**config.mk**
```make
export PLATFORM = sky130hd
export DESIGN_NAME = operand_fetch_flat
export DESIGN_NICKNAME = d
export VERILOG_FILES = /design/src/rtl/operand_fetch_pkg.sv /design/src/rtl/operand_fetch_if.sv /design/src/rtl/operand_fetch_reg_scoreboard.sv /design/src/rtl/operand_fetch.sv /design/src/flat_wrapper.sv
export SDC_FILE = /design/constraint.sdc
export NUM_CORES = 1
export LEC_CHECK = 0
export ABC_AREA = 1
export BUFFER_PORTS_ARGS = -buffer_cell sky130_fd_sc_hd__buf_2
export CAP_MARGIN = 25
export CORE_ASPECT_RATIO = 0.7
export CORE_MARGIN = 2
export CORE_UTILIZATION = 40
export DETAILED_ROUTE_END_ITERATION = 6
export PLACE_DENSITY_LB_ADDON = 0.3
export SLEW_MARGIN = 20
export SYNTH_ARGS = -nofsm -noshare
export SYNTH_HDL_FRONTEND = slang
export SYNTH_SLANG_ARGS = --single-unit
```
**constraint.sdc**
```tcl
create_clock -name clk -period 2.9 [get_ports clk]
set_clock_uncertainty 0.05 [all_clocks]
set_input_delay 0.29 -clock clk [delete_from_list [all_inputs] [get_ports clk]]
set_output_delay 0.29 -clock clk [all_outputs]
set_load 0.02 [all_outputs]
```
**src/rtl/operand_fetch_pkg.sv**
```systemverilog
// Shared definitions for the operand fetch stage: RV32I opcodes, memory access sizes
// and the opcode-to-operand-use decode helpers also used by writeback.
package operand_fetch_pkg;

    localparam int M_WIDTH        = 8;
    localparam int REG_CNT        = 16;
    localparam int REG_ADDR_WIDTH = 4;
    localparam int OPCODE_WIDTH   = 7;

    localparam logic [OPCODE_WIDTH-1:0] OP_LUI         = 7'b0110111;
    localparam logic [OPCODE_WIDTH-1:0] OP_AIUPC       = 7'b0010111;
    localparam logic [OPCODE_WIDTH-1:0] OP_JAL         = 7'b1101111;
    localparam logic [OPCODE_WIDTH-1:0] OP_JALR        = 7'b1100111;
    localparam logic [OPCODE_WIDTH-1:0] OP_LOAD        = 7'b0000011;
    localparam logic [OPCODE_WIDTH-1:0] OP_STORE       = 7'b0100011;
    localparam logic [OPCODE_WIDTH-1:0] OP_BRANCH      = 7'b1100011;
    localparam logic [OPCODE_WIDTH-1:0] OP_INTEGER_IMM = 7'b0010011;
    localparam logic [OPCODE_WIDTH-1:0] OP_INTEGER     = 7'b0110011;

    typedef enum logic [1:0] {
        MEM_ACC_BYTE = 2'b00,
        MEM_ACC_HALF = 2'b01,
        MEM_ACC_WORD = 2'b10
    } mem_acc_t;

    typedef struct packed {
        logic [OPCODE_WIDTH-1:0]   op;
        logic [REG_ADDR_WIDTH-1:0] rs1;
        logic [REG_ADDR_WIDTH-1:0] rs2;
        logic [REG_ADDR_WIDTH-1:0] rd;
    } fetch_ins_t;

    function automatic logic uses_rs1(input logic [OPCODE_WIDTH-1:0] op);
        return op inside {OP_JALR, OP_LOAD, OP_STORE, OP_BRANCH, OP_INTEGER_IMM, OP_INTEGER};
    endfunction

    function automatic logic uses_rs2(input logic [OPCODE_WIDTH-1:0] op);
        return op inside {OP_STORE, OP_BRANCH, OP_INTEGER};
    endfunction

    function automatic logic writes_rd(input logic [OPCODE_WIDTH-1:0] op);
        return op inside {OP_LUI, OP_AIUPC, OP_JAL, OP_JALR, OP_LOAD, OP_INTEGER_IMM, OP_INTEGER};
    endfunction

    // Writeback asks the same question under its historical name.
    function automatic logic needs_writeback(input logic [OPCODE_WIDTH-1:0] op);
        return writes_rd(op);
    endfunction

endpackage

```
**src/rtl/operand_fetch_if.sv**
```systemverilog
// Decode/writeback-facing bundle of the operand fetch stage.
interface operand_fetch_if;
    import operand_fetch_pkg::*;

    logic                        en;
    logic                        flush;
    logic [OPCODE_WIDTH-1:0]     op;
    logic [REG_ADDR_WIDTH-1:0]   rs1;
    logic [REG_ADDR_WIDTH-1:0]   rs2;
    logic [REG_ADDR_WIDTH-1:0]   rd;
    logic [M_WIDTH*REG_CNT-1:0]  regs;
    logic                        wb_ready;
    logic [REG_ADDR_WIDTH-1:0]   wb_reg_addr;
    logic [M_WIDTH-1:0]          rs1_val;
    logic [M_WIDTH-1:0]          rs2_val;
    logic                        ready;
    logic [REG_CNT-1:0]          busy;

    modport master (
        output en, flush, op, rs1, rs2, rd, regs, wb_ready, wb_reg_addr,
        input  rs1_val, rs2_val, ready, busy
    );

    modport slave (
        input  en, flush, op, rs1, rs2, rd, regs, wb_ready, wb_reg_addr,
        output rs1_val, rs2_val, ready, busy
    );

endinterface

```
**src/rtl/operand_fetch_reg_scoreboard.sv**
```systemverilog
// Busy-register scoreboard: one bit per architectural register, set on issue and
// cleared on writeback completion. Register 0 can never become busy.
module operand_fetch_reg_scoreboard
    import operand_fetch_pkg::*;
(
    input  logic                      clk,
    input  logic                      rst,
    input  logic                      flush,
    input  logic                      set_en,
    input  logic [REG_ADDR_WIDTH-1:0] set_addr,
    input  logic                      clr_en,
    input  logic [REG_ADDR_WIDTH-1:0] clr_addr,
    output logic [REG_CNT-1:0]        busy,
    output logic [REG_CNT-1:0]        eff_busy
);

    logic [REG_CNT-1:0] busy_q, busy_d;
    logic [REG_CNT-1:0] set_vec, clr_vec;

    // A set and a clear of the same register in one cycle leaves it busy.
    always_comb begin
        set_vec = '0;
        clr_vec = '0;
        if (set_en) set_vec[set_addr] = 1'b1;
        if (clr_en) clr_vec[clr_addr] = 1'b1;
        eff_busy = busy_q & ~clr_vec;
        busy_d   = flush ? '0 : (eff_busy | set_vec);
        busy_d[0] = 1'b0;
    end

    always_ff @(posedge clk or posedge rst) begin
        if (rst) busy_q <= '0;
        else     busy_q <= busy_d;
    end

    assign busy = busy_q;

endmodule

```
**src/rtl/operand_fetch.sv**
```systemverilog
// Operand fetch: latches an instruction from decode, waits until its source registers
// are clean, then presents rs1/rs2 from the register file with a one-cycle ready pulse.
module operand_fetch
    import operand_fetch_pkg::*;
(
    input  logic           clk,
    input  logic           rst,
    operand_fetch_if.slave bus
);

    localparam logic [0:0] S_IDLE  = 1'b0;
    localparam logic [0:0] S_CHECK = 1'b1;

    logic [0:0]         state_q, state_d;
    fetch_ins_t         ins_q, ins_d;
    logic [M_WIDTH-1:0] rs1_val_q, rs1_val_d;
    logic [M_WIDTH-1:0] rs2_val_q, rs2_val_d;
    logic               ready_q, ready_d;

    logic [REG_CNT-1:0] busy_vec, eff_busy;
    logic [M_WIDTH-1:0] rs1_slice, rs2_slice;
    logic               hazard, issue, set_en;

    assign rs1_slice = bus.regs[M_WIDTH*ins_q.rs1 +: M_WIDTH];
    assign rs2_slice = bus.regs[M_WIDTH*ins_q.rs2 +: M_WIDTH];

    // A completion arriving this cycle already frees its register, so no bypass is needed:
    // writeback has updated regs before it strobes.
    assign hazard = (uses_rs1(ins_q.op) && eff_busy[ins_q.rs1]) ||
                    (uses_rs2(ins_q.op) && eff_busy[ins_q.rs2]);
    assign issue  = (state_q == S_CHECK) && !hazard && !bus.flush;
    assign set_en = issue && writes_rd(ins_q.op) && (ins_q.rd != '0);

    operand_fetch_reg_scoreboard u_scoreboard (
        .clk      (clk),
        .rst      (rst),
        .flush    (bus.flush),
        .set_en   (set_en),
        .set_addr (ins_q.rd),
        .clr_en   (bus.wb_ready),
        .clr_addr (bus.wb_reg_addr),
        .busy     (busy_vec),
        .eff_busy (eff_busy)
    );

    always_comb begin
        state_d   = state_q;
        ins_d     = ins_q;
        rs1_val_d = rs1_val_q;
        rs2_val_d = rs2_val_q;
        ready_d   = 1'b0;
        if (bus.flush) begin
            state_d = S_IDLE;
        end else begin
            case (state_q)
                S_IDLE: begin
                    if (bus.en) begin
                        ins_d.op  = bus.op;
                        ins_d.rs1 = bus.rs1;
                        ins_d.rs2 = bus.rs2;
                        ins_d.rd  = bus.rd;
                        state_d   = S_CHECK;
                    end
                end
                S_CHECK: begin
                    if (issue) begin
                        rs1_val_d = uses_rs1(ins_q.op) ? rs1_slice : '0;
                        rs2_val_d = uses_rs2(ins_q.op) ? rs2_slice : '0;
                        ready_d   = 1'b1;
                        state_d   = S_IDLE;
                    end
                end
                default: state_d = S_IDLE;
            endcase
        end
    end

    always_ff @(posedge clk or posedge rst) begin
        if (rst) begin
            state_q   <= S_IDLE;
            ins_q     <= '0;
            rs1_val_q <= '0;
            rs2_val_q <= '0;
            ready_q   <= 1'b0;
        end else begin
            state_q   <= state_d;
            ins_q     <= ins_d;
            rs1_val_q <= rs1_val_d;
            rs2_val_q <= rs2_val_d;
            ready_q   <= ready_d;
        end
    end

    assign bus.rs1_val = rs1_val_q;
    assign bus.rs2_val = rs2_val_q;
    assign bus.ready   = ready_q;
    assign bus.busy    = busy_vec;

endmodule
```
**src/flat_wrapper.sv**
```systemverilog
// flat-port wrapper written by rule: the top's interface ports become plain ports
module operand_fetch_flat import operand_fetch_pkg::*;
  (clk, rst, bus_en, bus_flush, bus_op, bus_rs1, bus_rs2, bus_rd, bus_regs, bus_wb_ready, bus_wb_reg_addr, bus_rs1_val, bus_rs2_val, bus_ready, bus_busy);
  operand_fetch_if bus_i ();
  input  logic clk;
  input  logic rst;
  input wire logic [$bits(bus_i.en)-1:0] bus_en;
  input wire logic [$bits(bus_i.flush)-1:0] bus_flush;
  input wire logic [$bits(bus_i.op)-1:0] bus_op;
  input wire logic [$bits(bus_i.rs1)-1:0] bus_rs1;
  input wire logic [$bits(bus_i.rs2)-1:0] bus_rs2;
  input wire logic [$bits(bus_i.rd)-1:0] bus_rd;
  input wire logic [$bits(bus_i.regs)-1:0] bus_regs;
  input wire logic [$bits(bus_i.wb_ready)-1:0] bus_wb_ready;
  input wire logic [$bits(bus_i.wb_reg_addr)-1:0] bus_wb_reg_addr;
  output wire logic [$bits(bus_i.rs1_val)-1:0] bus_rs1_val;
  output wire logic [$bits(bus_i.rs2_val)-1:0] bus_rs2_val;
  output wire logic [$bits(bus_i.ready)-1:0] bus_ready;
  output wire logic [$bits(bus_i.busy)-1:0] bus_busy;
  assign bus_i.en = bus_en;
  assign bus_i.flush = bus_flush;
  assign bus_i.op = bus_op;
  assign bus_i.rs1 = bus_rs1;
  assign bus_i.rs2 = bus_rs2;
  assign bus_i.rd = bus_rd;
  assign bus_i.regs = bus_regs;
  assign bus_i.wb_ready = bus_wb_ready;
  assign bus_i.wb_reg_addr = bus_wb_reg_addr;
  assign bus_rs1_val = bus_i.rs1_val;
  assign bus_rs2_val = bus_i.rs2_val;
  assign bus_ready = bus_i.ready;
  assign bus_busy = bus_i.busy;
  operand_fetch u_core (.clk(clk), .rst(rst), .bus(bus_i));
endmodule
```
# Word level (Yosys, flattened, before mapping)
# Index checks and enable logic that the tools add are counted.
[totals]
regBits = 52
latchBits = 0
ramBits = 0
mem_bits_ro = 0
output_inout_bits = 33
n_memories = 0
[op_classes]
add_sub_neg = 0
mul = 0
div_mod_pow = 0
magnitude_cmp = 6
n_eq_ne = 9
shifts = 2
muxes = 20
bitwise = 5
reduce_logical = 17
[ops]
columns = ["operator", "n"]
rows = [
  ["$shiftx 128x8->8", 2],
  ["$mux 16", 3],
  ["$eq 7x6->1 const B", 3],
  ["$eq 7x7->1 const B", 3],
  ["$lt 4x5->1 const B", 4],
  ["$and 16x16->16", 1],
  ["$mux 8", 2],
  ["$not 16->16", 1],
  ["$or 16x16->16", 1],
  ["$eq 7x5->1 const B", 2],
  ["$mux 1", 10],
  ["$bmux 1 s4", 2],
  ["$demux 1 s4", 2],
  ["$ge 4x1->1 const B", 2],
  ["$logic_and 1x1->1", 8],
  ["$eq 7x2->1 const B", 1],
  ["$reduce_bool 7->1", 1],
  ["$reduce_and 3->1", 2],
  ["$reduce_bool 6->1", 1],
  ["$reduce_bool 4->1", 1],
  ["$reduce_bool 3->1", 1],
  ["$logic_not 1->1", 2],
  ["$not 1->1", 2],
  ["$pmux 1 s2", 1],
  ["$logic_or 1x1->1", 1],
]

# Longest topological paths before layout
[logic_depth]
word_depth = 19
mapped_depth = 15
depth_no_buf = 13

# By module
# From an unflattened synthesis, not the netlist that was laid out.
[hier_totals]
cells_unflattened = 886
hier_area_um2 = 5298.8
[modules_own_cells]
columns = ["module", "n_inst", "cells_each", "area_each_um2", "seq_area_each_um2"]
rows = [
  ["operand_fetch", 1, 763, 4420.5, 925.9],
  ["operand_fetch_reg_scoreboard", 1, 123, 878.3, 375.4],
]

# Worst setup path before layout
# Ideal clock, no wire load.
[synth_timing]
kind = "reg-to-reg"
from = "reg u_core.ins_q[8] (netlist name)"
to = "reg u_core.rs1_val_q[4] (netlist: u_core.bus.rs1_val[4])"
t_arrival_ns = 1.632
required_ns = 2.721
path_slack_ns = 1.089
stages_incl_launch_ff = 14
period_less_slack_ns = 1.811
cell_sequence = "dfrtp_1 -> buf_2 -> clkinv_1 -> nand3_1 -> nand3_1 -> nand3_1 -> nand3_1 -> nand2_1 -> nor2_1 -> nor2_4 -> inv_2 -> buf_2 -> nand2_1 -> o21ai_1"
[synth_via]
elab_chain_len = 8
elab_cells_between_ends = 10
classes_between = "1 x shift; 3 x mux; 6 x reduce/logical"
[synth_lines]
columns = ["element", "line", "source"]
rows = [
  ["from (decl)", "operand_fetch.sv:15", "fetch_ins_t ins_q, ins_d;"],
  ["from (signal assigned)", "operand_fetch.sv:87", "ins_q <= ins_d;"],
  ["$bmux 1 s4", "operand_fetch.sv:29", "assign hazard = (uses_rs1(ins_q.op) && eff_busy[ins_q.rs1]) ||"],
  ["$mux 1 (not written as such)", "operand_fetch.sv:29", ""],
  ["$logic_and 1x1->1", "operand_fetch.sv:29", ""],
  ["$logic_or 1x1->1", "operand_fetch.sv:29", ""],
  ["$logic_not 1->1", "operand_fetch.sv:31", "assign issue = (state_q == S_CHECK) && !hazard && !bus.flush;"],
  ["$logic_and 1x1->1 (2 in series)", "operand_fetch.sv:31", ""],
  ["$reduce_and 3->1 (no line)", "-", ""],
  ["to (signal assigned)", "operand_fetch.sv:88", "rs1_val_q <= rs1_val_d;"],
  ["to (decl)", "operand_fetch.sv:16", "logic [M_WIDTH-1:0] rs1_val_q, rs1_val_d;"],
]
# Parallel ways exist; a longest one is shown, timed or not. The select of a mux whose other input is x is not followed.
# A chain may end at the register's enable or synchronous reset.

# Final worst setup path
[layout_timing]
from = "reg u_core.ins_q[9] (netlist name)"
to = "reg u_core.rs2_val_q[2] (netlist: u_core.bus.rs2_val[2])"
[layout_via]
elab_chain_len = 8
[layout_lines]
columns = ["element", "line", "source"]
rows = [
  ["$bmux 1 s4", "operand_fetch.sv:29", ""],
  ["$mux 1 (not written as such)", "operand_fetch.sv:29", ""],
  ["$logic_and 1x1->1", "operand_fetch.sv:29", ""],
  ["$logic_or 1x1->1", "operand_fetch.sv:29", ""],
  ["$logic_not 1->1", "operand_fetch.sv:31", ""],
  ["$logic_and 1x1->1 (2 in series)", "operand_fetch.sv:31", ""],
  ["$reduce_and 3->1 (no line)", "-", ""],
  ["to (signal assigned)", "operand_fetch.sv:89", "rs2_val_q <= rs2_val_d;"],
  ["to (decl)", "operand_fetch.sv:17", "logic [M_WIDTH-1:0] rs2_val_q, rs2_val_d;"],
]
# Every way passes these cells. The select of a mux whose other input is x is not followed.

==> results.py <==
metrics = {
    "status": {
        "outcome": "completed",
    },
    "place": {
        "post-place-ws_ns": 0.595,
        "gp_congestion": 0.907,
        "dpl_cell_area_um2": 5930,
        "post-dp-hpwl_um": 13900,
        "numPortBuffers": 187,
        "placed_cells": 1109,
    },
    "global_route": {
        "grt_pass1_wl_um": 29200,
        "track_usage_pct": 28.1,
        "grt_overflow_total": 0,
        "grt_start_max_net_pins": 101,
        "grt_pass1_vias": 5593,
        "antenna_found_initial": 0,
    },
    "final_layout": {
        "area.sequential_um2": 1300,
        "num_antenna_cells": 0,
        "fin_area_um2": 6090,
        "multi_input_area_um2": 3090,
        "area.growth.synth_to_final_pct": 24.5,
        "final_util_pct": 51.5,
        "drive_gt1_share_pct": 24.0,
        "fin_cells": 1117,
        "finish.net_count": 1115,
        "fill_cells": 1275,
    },
    "die": {
        "std_cell_rows": 33,
        "ioPinCount": 189,
        "start_util_pct": 41.4,
        "die_height_um": 96.5,
        "die_x_um": 136,
        "die_area_um2": 13100,
        "coreArea_um2": 11800,
    },
    "setup_path": {
        "path_class": "reg -> reg",
        "reg2regPathDepth": 10,
        "timing.rr.start": "u_core.ins_q[9]$_DFFE_PP0P_",
        "endpoint_kind": "register",
        "crit_required_ns": 3.06,
        "rrSetupSlack_ns": 0.56,
        "r2r-end": "u_core.bus.rs2_val[2]$_DFFE_PP0P_",
        "path_max_fanout": 32,
        "crit_arrival_ns": 2.50,
        "crit_path_start_kind": "register",
    },
    "sta": {
        "finalHoldViolCount": 0,
        "finalWorstSetupSlack_ns": 0.559,
        "rsz0062_at_grt": "false",
        "fin_crit_sh_pct": 80.7,
        "max_freq_mhz": 427,
        "holdWs_ns": 0.129,
        "fin_crit_ns": 2.34,
        "slew_headroom_pct": 54.7,
        "maxSlewViolCount": 0,
        "tightestPinTransition_ns": 0.680,
        "finalSetupViolations": 0,
        "fin_tns_setup_ns": 0,
    },
    "synth": {
        "ys_seq_elements": 52,
        "syn_area_um2": 4890,
        "synth_top_area_cell": "dfrtp_1",
        "ys.flop_type": "dfrtp_1",
        "synth_edf_count": 0,
        "seq_area_frac_synth_pct": 26.6,
        "yosysTopAreaCellShare_pct": 26.6,
        "avgSynthCellArea_um2": 6.04,
        "synth_cell_types": 31,
        "synth_cells": 809,
        "synth_nets": 965,
        "synth_async_sr_flop_share_pct": 100,
        "netlist_top_cells_area": "dfrtp_1 (27%), a21oi_1 (15%), nand2_1 (13%)",
        "yosys_warnings": 0,
    },
    "cts": {
        "clkSlewWorstSetupHoldPaths_ns": 0.07,
        "clk_latency_ns": 0.29,
        "cts-resized-gates": 0,
        "cts_sinks": 52,
        "cts_tree": "built",
        "cts_buffer_depth": 2,
        "root_buffer": "clkbuf_16",
        "cts_htree_levels": 2,
        "post_cts_buffers": 0,
        "cts_made_buffers": 5,
        "cts_hold_buffers": 0,
    },
    "run": {
        "cap_viol_max_count": 0,
    },
    "drt": {
        "drtPass1Iterations": 5,
        "drtIter0Drc": 796,
        "wl_per_cell_um": 16.9,
        "wl_um": 18900,
        "drtAntennaViolNets": 0,
        "vias": 6379,
        "drc": 0,
        "vias_per_cell": 5.71,
    },
    "power": {
        "total_power_mw": 3.00,
        "leakagePower_nw": 2.93,
        "power_density_nw_per_um2": 493,
        "vdd_drop_max_uv": 344,
    },
    "hold_path": {
        "worst_hold_path_type": "in -> async",
    },
}
cell usage in the layout (no fill, tap or decap), types with 2 or more instances in the layout:
master     count
a21oi_1      142
inv_1         50
a221o_1        2
dfrtp_1       50
nor3_1         9
dfrtp_2        2
mux2_2         4
inv_2          2
a31oi_1        2
nor2_2         4
nand2_1      166
buf_12         3
o311ai_0      22
o21ai_1       15
clkinv_1       3
buf_2        187
clkbuf_16      5
o22ai_1        6
buf_4         19
nor2_1        59
nand3_1      117
a211oi_1      12
o21ai_0       68
sequential cells by signal, summed over array words and instances (netlist names):
register,cells
u_core.bus.ready,1
u_core.bus.rs1_val,8
u_core.bus.rs2_val,8
u_core.ins_q,19
u_core.state_q,1
u_core.u_scoreboard.busy,15
how the worst max path moves through the flow:
stage                           startpoint                                end  slack (ns)  cells past startpoint
6_report       u_core.ins_q[9]$_DFFE_PP0P_  u_core.bus.rs2_val[2]$_DFFE_PP0P_        0.56                     10
5_1_grt        u_core.ins_q[8]$_DFFE_PP0P_  u_core.bus.rs2_val[2]$_DFFE_PP0P_        0.28                     10
4_1_cts        u_core.ins_q[9]$_DFFE_PP0P_  u_core.bus.rs2_val[2]$_DFFE_PP0P_        0.58                     10
3_5_place_dp   u_core.ins_q[9]$_DFFE_PP0P_  u_core.bus.rs2_val[2]$_DFFE_PP0P_        0.59                     10
3_3_place_gp   u_core.ins_q[9]$_DFFE_PP0P_  u_core.bus.rs2_val[2]$_DFFE_PP0P_        0.67                      9
2_1_floorplan  u_core.ins_q[8]$_DFFE_PP0P_  u_core.bus.rs1_val[4]$_DFFE_PP0P_        1.09                     13
synthesized netlist by cell type, types with 2 or more instances:
master      n
a21oi_1   142
clkinv_1    3
clkbuf_1   36
nor2_1     59
dfrtp_1    52
buf_6       2
a211oi_1   12
inv_1      51
nand2_1   166
o311ai_0   22
o22ai_1     6
a31oi_1     2
buf_2      16
buf_1       9
a221o_1     2
o21ai_1    15
mux2_2      4
o21ai_0    68
nor3_1      9
nor2_2      4
nand3_1   117
buf_4       3
report_power, final:
part / switching, mW / total, mW / internal (mW) / leakage [nW]
registers: 0.0591 / 0.850 / 0.791 / 0.667
logic: 1.01 / 1.53 / 0.521 / 2.19
clock network: 0.270 / 0.615 / 0.346 / 0.0772
total: 1.34 / 3.00 / 1.66 / 2.93
metal layers:
| metal | global-route usage [%] | share of wire, % |
|---|---|---|
| met1 | 42.9 | 46 |
| met2 | 39.7 | 40 |
| met3 | 6.89 | 12 |
| met4 | 5.82 | 1.6 |
| met5 | 0 | 0 |
logic make-up after synthesis:
kind of cell,after synthesis,synth area share (%)
buffers and inverters,121,10.2
and+or+nand+nor,357,31.0
AOI/OAI and AO/OA,274,31.1
DFF,52,26.6
muxes,4,0.921
other,1,0.0767
worst max-delay path, cell delays in order, from the launching register on:
cell and delay (ns):
dfrtp_1 0.36, clkinv_1 0.50, nand3_1 0.28, nand3_1 0.10, nand3_1 0.09, nand2_1 0.06, nor2_1 0.17, nor2_4 0.06
inv_2 0.37, nand2_1 0.11, o21ai_1 0.10
area by class of cell:
cell class,instances,area share (%)
clock buffer,6,2.28
clock inverter,2,0.226
inverter,55,3.39
multi-input combinational,636,50.7
sequential,52,21.4
tap,157,3.23
timing repair buffer,209,18.7
(Power assumes the default switching activity.)
